## config.mk

```make
export PLATFORM = sky130hd
export DESIGN_NAME = lcd_pixel_pack_adapter
export DESIGN_NICKNAME = d
export VERILOG_FILES = /design/src/rtl/lcd_pixel_pack_adapter_pkg.sv /design/src/rtl/lcd_pixel_pack_adapter.sv
export SDC_FILE = /design/constraint.sdc
export NUM_CORES = 1
export LEC_CHECK = 0
export BUFFER_PORTS_ARGS = -buffer_cell sky130_fd_sc_hd__buf_2
export CAP_MARGIN = 20
export CORE_MARGIN = 3
export CORE_UTILIZATION = 35
export DETAILED_ROUTE_END_ITERATION = 8
export PLACE_DENSITY = 0.52
export SLEW_MARGIN = 20
export SYNTH_ARGS = -nofsm -noshare
export SYNTH_HDL_FRONTEND = slang
export SYNTH_SLANG_ARGS = --single-unit
```

## constraint.sdc

```tcl
create_clock -name clk -period 3.4 [get_ports clk]
set_clock_uncertainty 0.15 [all_clocks]
set_input_delay 0.51 -clock clk [delete_from_list [all_inputs] [get_ports clk]]
set_output_delay 0.51 -clock clk [all_outputs]
set_load 0.01 [all_outputs]
```

## src/rtl/lcd_pixel_pack_adapter_pkg.sv

```systemverilog
// Shared constants for the LCD pixel stream adapters.
// Lane 0 is the most significant symbol of a beat.
package lcd_pixel_pack_adapter_pkg;

   localparam int SYMBOL_W         = 8;
   localparam int SYMBOLS_PER_BEAT = 3;
   localparam int EMPTY_W          = 2;
   localparam int BEAT_W           = SYMBOL_W * SYMBOLS_PER_BEAT;

   typedef logic [1:0] lane_t;

   localparam lane_t LANE0 = 2'd0;
   localparam lane_t LANE1 = 2'd1;
   localparam lane_t LANE2 = 2'd2;

   function automatic int lane_lsb(input lane_t lane);
      return (SYMBOLS_PER_BEAT - 1 - int'(lane)) * SYMBOL_W;
   endfunction

endpackage

```

## src/rtl/lcd_pixel_pack_adapter.sv

```systemverilog
// Packs an 8-bit Avalon-ST symbol stream into 24-bit beats,
// preserving sop/eop and generating empty on short final beats.
module lcd_pixel_pack_adapter
   import lcd_pixel_pack_adapter_pkg::*;
(
   input  logic                clk,
   input  logic                reset_n,
   output logic                in_ready,
   input  logic                in_valid,
   input  logic [SYMBOL_W-1:0] in_data,
   input  logic                in_startofpacket,
   input  logic                in_endofpacket,
   input  logic                out_ready,
   output logic                out_valid,
   output logic [BEAT_W-1:0]   out_data,
   output logic                out_startofpacket,
   output logic                out_endofpacket,
   output logic [EMPTY_W-1:0]  out_empty
);

   lane_t               r_cnt;
   logic [SYMBOL_W-1:0] r_hold0;
   logic [SYMBOL_W-1:0] r_hold1;
   logic                r_hold_sop;

   logic                r_out_valid;
   logic [BEAT_W-1:0]   r_out_data;
   logic                r_out_sop;
   logic                r_out_eop;
   logic [EMPTY_W-1:0]  r_out_empty;

   logic                w_in_ready;
   logic                w_in_xfer;
   lane_t               w_lane;
   logic                w_emit;
   logic [BEAT_W-1:0]   w_held;
   logic [BEAT_W-1:0]   w_sym;
   logic [BEAT_W-1:0]   w_beat;
   logic                w_beat_sop;
   logic [EMPTY_W-1:0]  w_empty;

   assign w_in_ready = out_ready || !r_out_valid;
   assign w_in_xfer  = in_valid && w_in_ready;

   // A sop symbol always restarts at lane 0, dropping any partial beat.
   assign w_lane = in_startofpacket ? LANE0 : r_cnt;
   assign w_emit = w_in_xfer && (in_endofpacket || (w_lane == LANE2));

   always_comb begin
      w_held = '0;
      case (w_lane)
         LANE1:   w_held = {r_hold0, {(2*SYMBOL_W){1'b0}}};
         LANE2:   w_held = {r_hold0, r_hold1, {SYMBOL_W{1'b0}}};
         default: w_held = '0;
      endcase
   end

   assign w_sym      = BEAT_W'(in_data) << lane_lsb(w_lane);
   assign w_beat     = w_held | w_sym;
   assign w_beat_sop = (w_lane == LANE0) ? in_startofpacket : r_hold_sop;
   assign w_empty    = in_endofpacket ? EMPTY_W'(LANE2 - w_lane) : '0;

   always_ff @(posedge clk or negedge reset_n) begin
      if (!reset_n) begin
         r_cnt      <= LANE0;
         r_hold0    <= '0;
         r_hold1    <= '0;
         r_hold_sop <= 1'b0;
      end else if (w_in_xfer) begin
         if (w_emit) begin
            r_cnt      <= LANE0;
            r_hold_sop <= 1'b0;
         end else begin
            r_cnt <= w_lane + 2'd1;
            if (w_lane == LANE0) begin
               r_hold0    <= in_data;
               r_hold_sop <= in_startofpacket;
            end else begin
               r_hold1 <= in_data;
            end
         end
      end
   end

   // A new beat may replace one leaving in the same cycle.
   always_ff @(posedge clk or negedge reset_n) begin
      if (!reset_n) begin
         r_out_valid <= 1'b0;
         r_out_data  <= '0;
         r_out_sop   <= 1'b0;
         r_out_eop   <= 1'b0;
         r_out_empty <= '0;
      end else if (w_emit) begin
         r_out_valid <= 1'b1;
         r_out_data  <= w_beat;
         r_out_sop   <= w_beat_sop;
         r_out_eop   <= in_endofpacket;
         r_out_empty <= w_empty;
      end else if (out_ready) begin
         r_out_valid <= 1'b0;
      end
   end

   assign in_ready          = w_in_ready;
   assign out_valid         = r_out_valid;
   assign out_data          = r_out_data;
   assign out_startofpacket = r_out_sop;
   assign out_endofpacket   = r_out_eop;
   assign out_empty         = r_out_empty;

endmodule
```

## After elaboration in Yosys (flattened, before gate mapping)

Index checks and enable logic that the tools add are counted.

- Register bits after elaboration: 48
- Bits in latches: 0
- Bits in writable memories: 0
- ROM bits: 0
- Input port bits: 14
- Output and inout port bits: 30
- Memories: 0

- $add $sub $neg: 3
- $mul: 0
- Divide/modulo/power cells: 0
- Order comparisons: 0
- Eq/ne operators: 2
- Shifts and indexed selects: 1
- Multiplexer cells: 8
- Bitwise gates (word level): 3
- Reduce and logical (&&, ||, !) cells: 9

Operators with widths:

| cell | number |
|---|---|
| $pmux W24 S2 | 1 |
| $shl A8 B32 Y24 | 1 |
| $or A24 B24 Y24 | 1 |
| $mux W2 | 3 |
| $reduce_and A3 Y1 | 2 |
| $mux W1 | 4 |
| $sub A2 B2 Y3 const A | 1 |
| $add A2 B1 Y2 const B | 1 |
| $eq A2 B1 Y1 const B | 1 |
| $eq A2 B2 Y1 const B | 1 |
| $logic_and A1 B1 Y1 | 2 |
| $logic_not A2 Y1 | 1 |
| $logic_or A1 B1 Y1 | 2 |
| $not A1 Y1 | 2 |
| $reduce_bool A2 Y1 | 1 |
| $sub A2 B2 Y2 const A | 1 |
| $logic_not A1 Y1 | 1 |

## Longest topological paths before layout

Gate-level depths: netlist of run 1.

- Depth after elaboration: 6
- Gate-level depth with buffers: 8
- Depth with buffers taken out: 6

## Worst setup path before layout of run 1

No wires, ideal clock.

- Kind: in2reg
- From: input port in_startofpacket
- To: register r_out_data[16] (netlist: out_data[16])
- Data arrival time: 1.945 ns
- Required time: 3.125 ns
- Slack: 1.180 ns
- Cell stages on the path: 7
- Path buffers: 2
- Cell sequence: nand2b_1 > buf_2 > ha_1 > and2b_1 > buf_6 > a32o_1 > mux2_4

- Longest elaborated chain between the ends: 4

Ends and longest elaborated chain:

| what | RTL line | RTL |
|---|---|---|
| from (decl) | lcd_pixel_pack_adapter.sv:11 | `input logic in_startofpacket,` |
| $mux W2 * | lcd_pixel_pack_adapter.sv:46 | `assign w_lane = in_startofpacket ? LANE0 : r_cnt;` |
| $sub A2 B2 Y3, or another cell as far along | lcd_pixel_pack_adapter_pkg.sv:17 | `return (SYMBOLS_PER_BEAT - 1 - int'(lane)) * SYMBOL_W;` |
| $shl A8 B32 Y24, or another cell as far along | lcd_pixel_pack_adapter.sv:58 | `assign w_sym = BEAT_W'(in_data) << lane_lsb(w_lane);` |
| $or A24 B24 Y24 or $logic_and A1 B1 Y1 (tied branches) | lcd_pixel_pack_adapter.sv:59, lcd_pixel_pack_adapter.sv:47 |  |
| to (signal assigned) | lcd_pixel_pack_adapter.sv:95 | `r_out_data <= w_beat;` |
| to (decl) | lcd_pixel_pack_adapter.sv:27 | `logic [BEAT_W-1:0] r_out_data;` |

Every way passes the cells marked *; elsewhere a longest branch is shown, timed or not.
A chain may end at the register's enable or synchronous reset.

## Worst setup path in the final report of run 1

- From: register r_cnt[1]
- To: register r_out_data[17] (netlist: out_data[17])

- Longest elaborated chain between the ends: 4

Ends and longest elaborated chain:

| what | RTL line | RTL |
|---|---|---|
| from (decl) | lcd_pixel_pack_adapter.sv:21 | `lane_t r_cnt;` |
| from (signal assigned) | lcd_pixel_pack_adapter.sv:74 | `r_cnt <= w_lane + 2'd1;` |
| $mux W2 * | lcd_pixel_pack_adapter.sv:46 |  |
| $sub A2 B2 Y3, or another cell as far along | lcd_pixel_pack_adapter_pkg.sv:17 |  |
| $shl A8 B32 Y24, or another cell as far along | lcd_pixel_pack_adapter.sv:58 |  |
| $or A24 B24 Y24 or $logic_and A1 B1 Y1 (tied branches) | lcd_pixel_pack_adapter.sv:59, lcd_pixel_pack_adapter.sv:47 |  |

Marks and branches as above.

==> flow_summary.json, run 1 <==
{
  "synth_flop_cell": "sky130_fd_sc_hd__dfrtp_1",
  "p_leak_nw": 1.33,
  "nFillCells": 583,
  "syn-cell-area_mm2": 0.00226,
  "timing.max_slew.rel_slack_pct": 58.9,
  "critical_path_peak_fanout": 29,
  "totalNegativeSetupSlack_ns": 0,
  "run_status": "finished, final reports clean",
  "clockRootBuffer": "sky130_fd_sc_hd__clkbuf_8",
  "synth_sequential_area_ratio_pct": 53.2,
  "grt_remaining_overflow": 0,
  "fin_nets": 214,
  "cts_made_buffers": 5,
  "ios": 44,
  "synth_fp_nets": 173,
  "cell_count_final_fillers_out": 271,
  "post_route_cells_drive_above_1_share_pct": 51.0,
  "rsz0062_at_grt": "no",
  "maxSlewViolCount": 0,
  "report.final.setup_viol": 0,
  "drcViolationCount": 0,
  "antenna_found_initial": 0,
  "drt_wl_total_um": 4750,
  "cts_setup_buffers": 0,
  "htree_num_levels": 2,
  "gpl.final_weighted_congestion": 0.730,
  "synthDistinctLibCells": 30,
  "syn_inst": 155,
  "critical_setup_path_kind": "reg2reg",
  "die_w_um": 86.4,
  "antenna_cells": 0,
  "timing.critical_path.to_type": "register",
  "async_flop_share_pct": 100,
  "routed-via-count": 1424,
  "finalWorstPathRequiredPeriod_ns": 2.36,
  "setup_slack_ns": 1.04,
  "dp_slack_ns": 0.724,
  "ant_nets": 0,
  "worst_ir_drop_vdd_uv": 225,
  "finalCritPeriodShare_pct": 69.4,
  "worstSkewPairLatency_ns": 0.30,
  "data_required_time_of_the_worst_path_ns": 3.44,
  "route.detailed.wl_per_inst_um": 17.5,
  "avgSynthCellArea_um2": 14.6,
  "buffer_ports.inserted": 43,
  "core_area_mm2": 0.00610,
  "power.density_mw_per_mm2": 587,
  "synth_enable_flop_cells": 0,
  "initialDrtViolationCount": 94,
  "cts.path.max_buffers": 2,
  "synthesis.yosys.warnings": 0,
  "grt.total_usage_pct": 13.2,
  "sink_count_of_the_clock_tree": 48,
  "dieHeight_um": 86.4,
  "hold_path.class": "in2async",
  "dp_cells": 264,
  "timing.final.hold_violations": 0,
  "cts_hold_repair_buffers": 0,
  "timing.critical_path.from_type": "register",
  "grt_first_pass_wirelength_um": 7730,
  "post_cts.resized_instances": 0,
  "clkTransAtPathRegs_ns": 0.09,
  "die_ar_mm2": 0.00746,
  "vias_in_the_first_global_route": 1520,
  "syn2layout_area_growth_pct": 14.2,
  "max-cap-violations": 0,
  "route.detailed.vias_per_inst": 5.25,
  "fmax_mhz": 424,
  "rows": 28,
  "max_slew.worst_pin.slew_ns": 0.614,
  "drtPass1Iterations": 6,
  "ys_ff_latch": 48,
  "arrival_ns": 2.40,
  "tritoncts": "yes",
  "maximum_number_of_pins_on_one_net_before_global_route_repair": 49,
  "detailed_place_hpwl_um": 3360,
  "start_util_pct": 37.1
}
[critical path, stage by stage, from the launching register on]
cell,delay [ns]
sky130_fd_sc_hd__dfrtp_1,0.34
sky130_fd_sc_hd__nor2b_1,0.24
sky130_fd_sc_hd__ha_1,0.46
sky130_fd_sc_hd__nor2_2,0.13
sky130_fd_sc_hd__nand3b_4,0.47
sky130_fd_sc_hd__mux2_4,0.44
[through the flow]
stage / area [um2] / hold WS (ns) / util [%] / total power, mW
2_1_floorplan: 2260 / 0.0644 / - / 1.05
3_3_place_gp: 2490 / 0.322 / 40.8 / 1.16
3_5_place_dp: 2490 / 0.331 / 40.8 / 1.18
6_report: 2580 / 0.0663 / 42.3 / 1.51
4_1_cts: 2580 / 0.287 / 42.3 / 1.53
5_1_grt: 2580 / 0.111 / 42.3 / 1.60
[final timing paths]
kind	start	to	slack, ns	cells after the start
worst max-delay path	r_cnt[1]	out_data[17]	1.04	5
worst min-delay path	reset_n	r_cnt[1]	0.07	1
worst max register to register	r_cnt[1]	out_data[17]	1.04	5
worst min register to register	out_empty[0]	out_empty[0]	0.35	1
max in group asynchronous	reset_n	r_hold1[2]	2.64	1
min in group clk	out_empty[0]	out_empty[0]	0.35	1
[registers in the layout (all words and copies together) (netlist names)]
| register | flops |
|---|---|
| out_startofpacket | 1 |
| r_hold1 | 8 |
| out_endofpacket | 1 |
| r_cnt | 2 |
| out_data | 24 |
| r_hold_sop | 1 |
| out_valid | 1 |
| out_empty | 2 |
| r_hold0 | 8 |
[power by group]
| group | total, mW | internal (mW) | switching [mW] |
|---|---|---|---|
| Combinational | 0.385 | 0.207 | 0.178 |
| Clock | 0.347 | 0.162 | 0.185 |
| Sequential | 0.782 | 0.711 | 0.0711 |
[Yosys cell counts, drive strengths merged (2+ instances only)]
| master | count | share of area, % |
|---|---|---|
| and3 | 8 | 2.2 |
| a21bo | 2 | 0.89 |
| mux2 | 42 | 22 |
| buf | 10 | 4.0 |
| a32o | 8 | 3.5 |
| o2bb2ai | 2 | 0.78 |
| a22o | 9 | 3.5 |
| dfrtp | 48 | 53 |
| ha | 4 | 2.2 |
| nand4 | 2 | 0.83 |
| nand2 | 2 | 0.33 |
| nand2b | 2 | 0.55 |
| nor2b | 2 | 0.55 |
| inv | 3 | 0.50 |
| nor2 | 2 | 0.44 |
[per-layer routing]
layer / global-route usage (%) / vias up / part of all wire, % / routed length (um)
li1: - / 658 / - / -
met1: 17.6 / 728 / 47 / 2220
met2: 21.1 / 32 / 47 / 2220
met3: 2.95 / 6 / 5.2 / 248
met4: 5.10 / 0 / 1.1 / 52
met5: 0 / - / 0 / 0
[layout by cell type, fill, tap and decap left out, drive strengths merged]
master / instances
dfrtp: 48
buf: 44
mux2: 42
a22o: 9
a32o: 8
and3: 8
clkbuf: 6
ha: 4
inv: 3
nor2b: 2
nand2b: 2
o2bb2ai: 2
nand2: 2
a21bo: 2
nor2: 2
nand4: 2
and2b: 1
o21ba: 1
nand3b: 1
nor4b: 1
nand3: 1
nor3: 1
nand4b: 1
a41o: 1
a21o: 1
clkinv: 1
[kinds of logic after synthesis]
logic type / Yosys count / share of synthesized area [%]
AO/OA/AOI/OAI: 24 / 9.91
adder cells (fa/ha/maj): 4 / 2.21
buffers and inverters: 13 / 4.48
flip-flops: 48 / 53.2
multiplexers: 42 / 21.9
AND/OR/NAND/NOR: 24 / 8.31
[cell type report]
| class | instances | area [um2] | area share, % |
|---|---|---|---|
| tap | 75 | 93.8 | 3.64 |
| multi-input combinational | 94 | 957 | 37.1 |
| sequential | 48 | 1200 | 46.6 |
| inverter | 3 | 11.3 | 0.436 |
| clock inverter | 1 | 8.76 | 0.339 |
| clock buffer | 6 | 82.6 | 3.20 |
| timing repair buffer | 44 | 225 | 8.73 |
Power figures use the tool's default switching activity.
==> run 2: changes to the inputs <==
PLACE_DENSITY = 0.54   (was 0.52)
clock period = 1.9 ns   (was 3.4 ns; I/O delays follow)
==> run 2 against run 1 <==
  * Largest cell class unchanged
  * Clock power grew 68%
  * Worst setup slack lost 0.97 ns
  * Critical path type unchanged
  * Largest power group unchanged
  * Register-to-register slack lost 0.97 ns
==> flow_summary.json, run 2 (same netlist as run 1, synthesis figures left out) <==
{
  "drcViolationCount": 0,
  "htree_num_levels": 2,
  "max_slew.worst_pin.slew_ns": 0.531,
  "netSwitchingPower_mw": 0.798,
  "p_clk_share_pct": 21.2,
  "fin_nets": 227,
  "worst-path-buf-inv": 0,
  "drt_wl_total_um": 4890,
  "timing.final.hold_violations": 0,
  "buffer_ports.inserted": 43,
  "grt.total_usage_pct": 13.7,
  "ios": 44,
  "die_w_um": 86.4,
  "max-cap-violations": 0,
  "route.detailed.wl_per_inst_um": 17.2,
  "route.detailed.vias_per_inst": 5.15,
  "worst_ir_drop_vdd_uv": 344,
  "worst-path-stages": 5,
  "rr_worst_depth": 5,
  "setup_slack_ns": 0.0677,
  "start_util_pct": 37.1,
  "maximum_number_of_pins_on_one_net_before_global_route_repair": 29,
  "global_route.usage.met2_pct": 21.6,
  "critical_path_peak_fanout": 8,
  "layout.cells.most_common_list": "48 x sky130_fd_sc_hd__dfrtp_1, 43 x sky130_fd_sc_hd__buf_2, 36 x sky130_fd_sc_hd__mux2_2, 10 x sky130_fd_sc_hd__buf_4, 9 x sky130_fd_sc_hd__a22o_1",
  "critical_setup_path_kind": "reg2reg",
  "global_route.peak_usage_layer": "met2",
  "grt_util_met3_pct": 3.61,
  "arrival_ns": 1.88,
  "share_of_power_burned_in_registers_pct": 50.9,
  "grtUsageMet1_pct": 18.3,
  "vias_in_the_first_global_route": 1528,
  "gpl.final_weighted_congestion": 0.822,
  "post_route_cells_drive_above_1_share_pct": 57.4,
  "layout.core_utilization_pct": 45.4,
  "nFillCells": 578,
  "cpLargestDelayFamily": "simple AND/OR/NAND/NOR gates",
  "core_area_mm2": 0.00610,
  "grt_remaining_overflow": 0,
  "tritoncts": "yes",
  "sink_count_of_the_clock_tree": 48,
  "hold_path.class": "in2reg",
  "drtPass1Iterations": 4,
  "min_delay_path_depth": 2,
  "cell_count_final_fillers_out": 284,
  "maxSlewViolCount": 0,
  "worst_path_max_delay_cell": "sky130_fd_sc_hd__dfrtp_1",
  "p_leak_nw": 1.40,
  "internal_cell_power_mw": 1.95,
  "clkTransAtPathRegs_ns": 0.09,
  "layout.cells.most_common": "sky130_fd_sc_hd__dfrtp_1",
  "timing.critical_path.from_type": "register",
  "timing.critical_path.to_type": "register",
  "grt_first_pass_wirelength_um": 7940,
  "timing.critical_path.cells": "nor2b_4 > ha_4 > and2b_4 > a32o_1 > mux2_4",
  "finalWorstPathRequiredPeriod_ns": 1.83,
  "largest_register_ff_count": 24,
  "die_ar_mm2": 0.00746,
  "dp_slack_ns": -0.177,
  "totalNegativeSetupSlack_ns": 0,
  "detailed_place_hpwl_um": 3550,
  "worst_path_largest_cell_delay_ns": 0.36,
  "power.density_mw_per_mm2": 991,
  "switching_portion_of_total_power_pct": 29.1,
  "report.final.setup_viol": 0,
  "dieHeight_um": 86.4,
  "routed-via-count": 1464,
  "cts_made_buffers": 5,
  "initialDrtViolationCount": 59,
  "rows": 28,
  "ant_nets": 0,
  "cts.path.max_buffers": 2,
  "clockRootBuffer": "sky130_fd_sc_hd__clkbuf_8",
  "antenna_cells": 0,
  "antenna_found_initial": 0,
  "run_status": "finished, final reports clean",
  "timing.max_slew.rel_slack_pct": 64.6,
  "fmax_mhz": 546,
  "dpl_cell_area_mm2": 0.00264,
  "rsz0062_at_grt": "no",
  "worstSkewPairLatency_ns": 0.30,
  "syn2layout_area_growth_pct": 22.6,
  "dp_cells": 275,
  "post-route-cell-area_mm2": 0.00277,
  "pwr-share-comb_pct": 27.8,
  "data_required_time_of_the_worst_path_ns": 1.94,
  "finalCritPeriodShare_pct": 96.4
}
-- run 2: cell count changes in the layout (fill, tap and decap cells not counted), moves of 2 or more --
| cell | previous run | this run |
|---|---|---|
| sky130_fd_sc_hd__buf_4 | 2 | 10 |
| sky130_fd_sc_hd__ha_4 | 0 | 2 |
| sky130_fd_sc_hd__ha_1 | 4 | 2 |
| sky130_fd_sc_hd__buf_12 | 0 | 3 |
-- run 2: final cells by class --
type | count | area, um2 | share of cell area [%]
clock buffer | 5 | 68.8 | 2.48
clock inverter | 2 | 12.5 | 0.452
tap | 75 | 93.8 | 3.39
sequential | 48 | 1200 | 43.4
multi-input combinational | 94 | 1020 | 36.9
inverter | 3 | 11.3 | 0.407
timing repair buffer | 57 | 360 | 13.0
-- run 2: path summary, 6_finish.rpt --
check / end / from / slack (ns)
worst max-delay path: out_data[18] / r_cnt[1] / 0.07
worst max register to register: out_data[18] / r_cnt[1] / 0.07
max in group asynchronous: r_hold0[2] / reset_n / 0.73
worst min register to register: out_empty[1] / out_empty[1] / 0.34
min in group asynchronous: out_data[13] / reset_n / 0.34
worst min-delay path: r_hold0[4] / in_data[4] / 0.14
-- run 2: stage by stage --
step,power (mW),hold WS [ns]
final,2.75,0.135
after global routing,2.91,0.140
after CTS,2.78,0.129
after detailed placement,2.17,0.147
after global placement,2.13,0.135
after floorplan,1.89,-0.161
-- run 2: timing repair --
item                                    CTS  global route
endpoints found under the hold margin    20             0
gates cloned                              0             0
buffers inserted                          0             1
gates resized for setup                   6             3
pin swaps                                 1             2
endpoints found under the setup margin   32            24
hold buffers                              1             0
-- run 2: per-layer routing --
metal  vias up  part of all wire [%]
met4         0                   1.3
met5         -                     0
met2        29                    46
met1       750                    49
li1        680                     -
met3         5                   4.3
-- run 2: power by group through the flow --
stage	Sequential, mW	Combinational (mW)	Clock [mW]
floorplan	1.45	0.442	0
global placement	1.40	0.731	0
detailed placement	1.41	0.754	0
CTS	1.40	0.775	0.611
global route	1.43	0.835	0.654
finish	1.40	0.764	0.583
==> run 3: changes to the inputs <==
ABC_CLOCK_PERIOD_IN_PS = 2100   (was unset)
PLACE_DENSITY = 0.52   (was 0.54)
clock period = 2.1 ns   (was 1.9 ns; I/O delays follow)
==> run 3 against run 2 <==
  * Critical path depth is 1 higher
  * Sequential cell count unchanged
  * Register-to-register slack improved by 0.05 ns
  * Critical path type unchanged
  * Largest cell class unchanged
  * Critical endpoint is now out_data[11]
  * Highest routed layer unchanged
  * Total power shrank 8.9%
  * Utilization is 1.0 points lower
  * Sequential power fell by 9%
  * Hold slack improved by 0.032 ns
==> flow_summary.json, run 3 (same netlist as run 1, synthesis figures left out) <==
{
  "grt_first_pass_wirelength_um": 8260,
  "dieHeight_um": 86.4,
  "route.detailed.wl_per_inst_um": 17.0,
  "max-cap-violations": 0,
  "worst_ir_drop_vdd_uv": 331,
  "clkTransAtPathRegs_ns": 0.09,
  "post_route_cells_drive_above_1_share_pct": 54.7,
  "gpl.final_weighted_congestion": 0.893,
  "drcViolationCount": 0,
  "antenna_cells": 0,
  "p_leak_nw": 1.42,
  "maxSlewViolCount": 0,
  "clockRootBuffer": "sky130_fd_sc_hd__clkbuf_8",
  "timing.hold.ws_ns": 0.168,
  "buffer_ports.inserted": 43,
  "routed-via-count": 1470,
  "tritoncts": "yes",
  "die_ar_mm2": 0.00746,
  "run_status": "finished, final reports clean",
  "grt_remaining_overflow": 0,
  "finalCritPeriodShare_pct": 94.4,
  "largest_register_ff_count": 24,
  "grt.total_usage_pct": 14.2,
  "core_area_mm2": 0.00610,
  "ant_nets": 0,
  "report.final.setup_viol": 0,
  "data_required_time_of_the_worst_path_ns": 2.14,
  "drt_wl_total_um": 4890,
  "timing.critical_path.to_type": "register",
  "timing.final.hold_violations": 0,
  "ios": 44,
  "start_util_pct": 37.1,
  "finalWorstPathRequiredPeriod_ns": 1.98,
  "timing.critical_path.from_type": "register",
  "initialDrtViolationCount": 52,
  "detailed_place_hpwl_um": 3540,
  "route.detailed.vias_per_inst": 5.12,
  "nFillCells": 593,
  "dpl_cell_area_mm2": 0.00260,
  "arrival_ns": 2.03,
  "layout.cells.most_common": "sky130_fd_sc_hd__dfrtp_1",
  "die_w_um": 86.4,
  "rows": 28,
  "cts.path.max_buffers": 2,
  "layout.cells.most_common_list": "48 x sky130_fd_sc_hd__dfrtp_1, 43 x sky130_fd_sc_hd__buf_2, 36 x sky130_fd_sc_hd__mux2_2, 14 x sky130_fd_sc_hd__buf_4, 9 x sky130_fd_sc_hd__a22o_1",
  "sink_count_of_the_clock_tree": 48,
  "max_slew.worst_pin.slew_ns": 0.527,
  "rsz0062_at_grt": "no",
  "timing.max_slew.rel_slack_pct": 64.8,
  "drtPass1Iterations": 4,
  "hold_path.class": "in2reg",
  "syn2layout_area_growth_pct": 19.9,
  "htree_num_levels": 2,
  "maximum_number_of_pins_on_one_net_before_global_route_repair": 24,
  "vias_in_the_first_global_route": 1648,
  "antenna_found_initial": 0,
  "totalNegativeSetupSlack_ns": 0,
  "power.density_mw_per_mm2": 923,
  "fmax_mhz": 504,
  "cts_made_buffers": 5,
  "worstSkewPairLatency_ns": 0.30,
  "critical_path_peak_fanout": 13,
  "post-route-cell-area_mm2": 0.00271,
  "critical_setup_path_kind": "reg2reg",
  "fin_nets": 229
}
[run 3: cell count changes in the layout (fill, tap and decap cells not counted), sizes merged]
cell      before  now
buf           56   58
clkinvlp       1    0
clkinv         1    2
clkbuf         5    6
[run 3: final cells by class]
cell class / count / area (um2) / area share, %
clock buffers: 6 / 82.6 / 3.05
clock inverters: 2 / 10.0 / 0.370
inverters: 3 / 11.3 / 0.416
multi-input cells: 94 / 960 / 35.4
flip-flops and latches: 48 / 1200 / 44.3
well taps: 75 / 93.8 / 3.46
repair buffers: 59 / 350 / 12.9
[run 3: worst paths after layout]
| check | startpoint | end | slack [ns] | depth (start not counted) |
|---|---|---|---|---|
| setup / recovery | r_cnt[1] | out_data[11] | 0.12 | 6 |
| hold / removal | in_data[0] | r_hold1[0] | 0.17 | 2 |
| setup reg to reg | r_cnt[1] | out_data[11] | 0.12 | 6 |
| hold reg to reg | out_endofpacket | out_endofpacket | 0.34 | 1 |
| max in group asynchronous | reset_n | out_data[20] | 0.79 | 3 |
| min in group asynchronous | reset_n | out_valid | 0.37 | 2 |
[run 3: timing repair]
item,in CTS,in global routing
endpoints found under the setup margin,0,10
resized for setup,0,1
setup buffers,0,0
hold buffers,1,0
endpoints found under the hold margin,21,0
[run 3: per-layer routing]
layer / track usage (%) / share of wire, % / wire, um
met2: 21.8 / 46 / 2230
met5: 0 / 0 / 0
met1: 19.7 / 48 / 2330
met3: 3.80 / 5.7 / 279
met4: 4.39 / 1.1 / 52
[run 3: worst max-delay path, stage by stage, from the launching register on]
cell,delay (ns)
sky130_fd_sc_hd__dfrtp_1,0.39
sky130_fd_sc_hd__nor2b_2,0.17
sky130_fd_sc_hd__ha_1,0.23
sky130_fd_sc_hd__nor2_2,0.15
sky130_fd_sc_hd__nand3b_4,0.18
sky130_fd_sc_hd__buf_4,0.24
sky130_fd_sc_hd__mux2_2,0.36
[run 3: metrics by stage]
step           util (%)  instances  power [mW]  setup WS [ns]
2_1_floorplan         -        155        1.70         0.0751
3_3_place_gp       42.7        278        1.92         0.0581
3_5_place_dp       42.7        278        1.95         0.0426
4_1_cts            44.4        287        2.53         0.0970
5_1_grt            44.4        287        2.65         0.0363
6_report           44.4        287        2.50          0.117
[run 3: power breakdown]
group | switching [mW] | internal, mW | leakage, nW
Sequential | 0.116 | 1.15 | 0.611
Clock | 0.316 | 0.263 | 0.0510
Combinational | 0.291 | 0.365 | 0.754
Total | 0.722 | 1.78 | 1.42
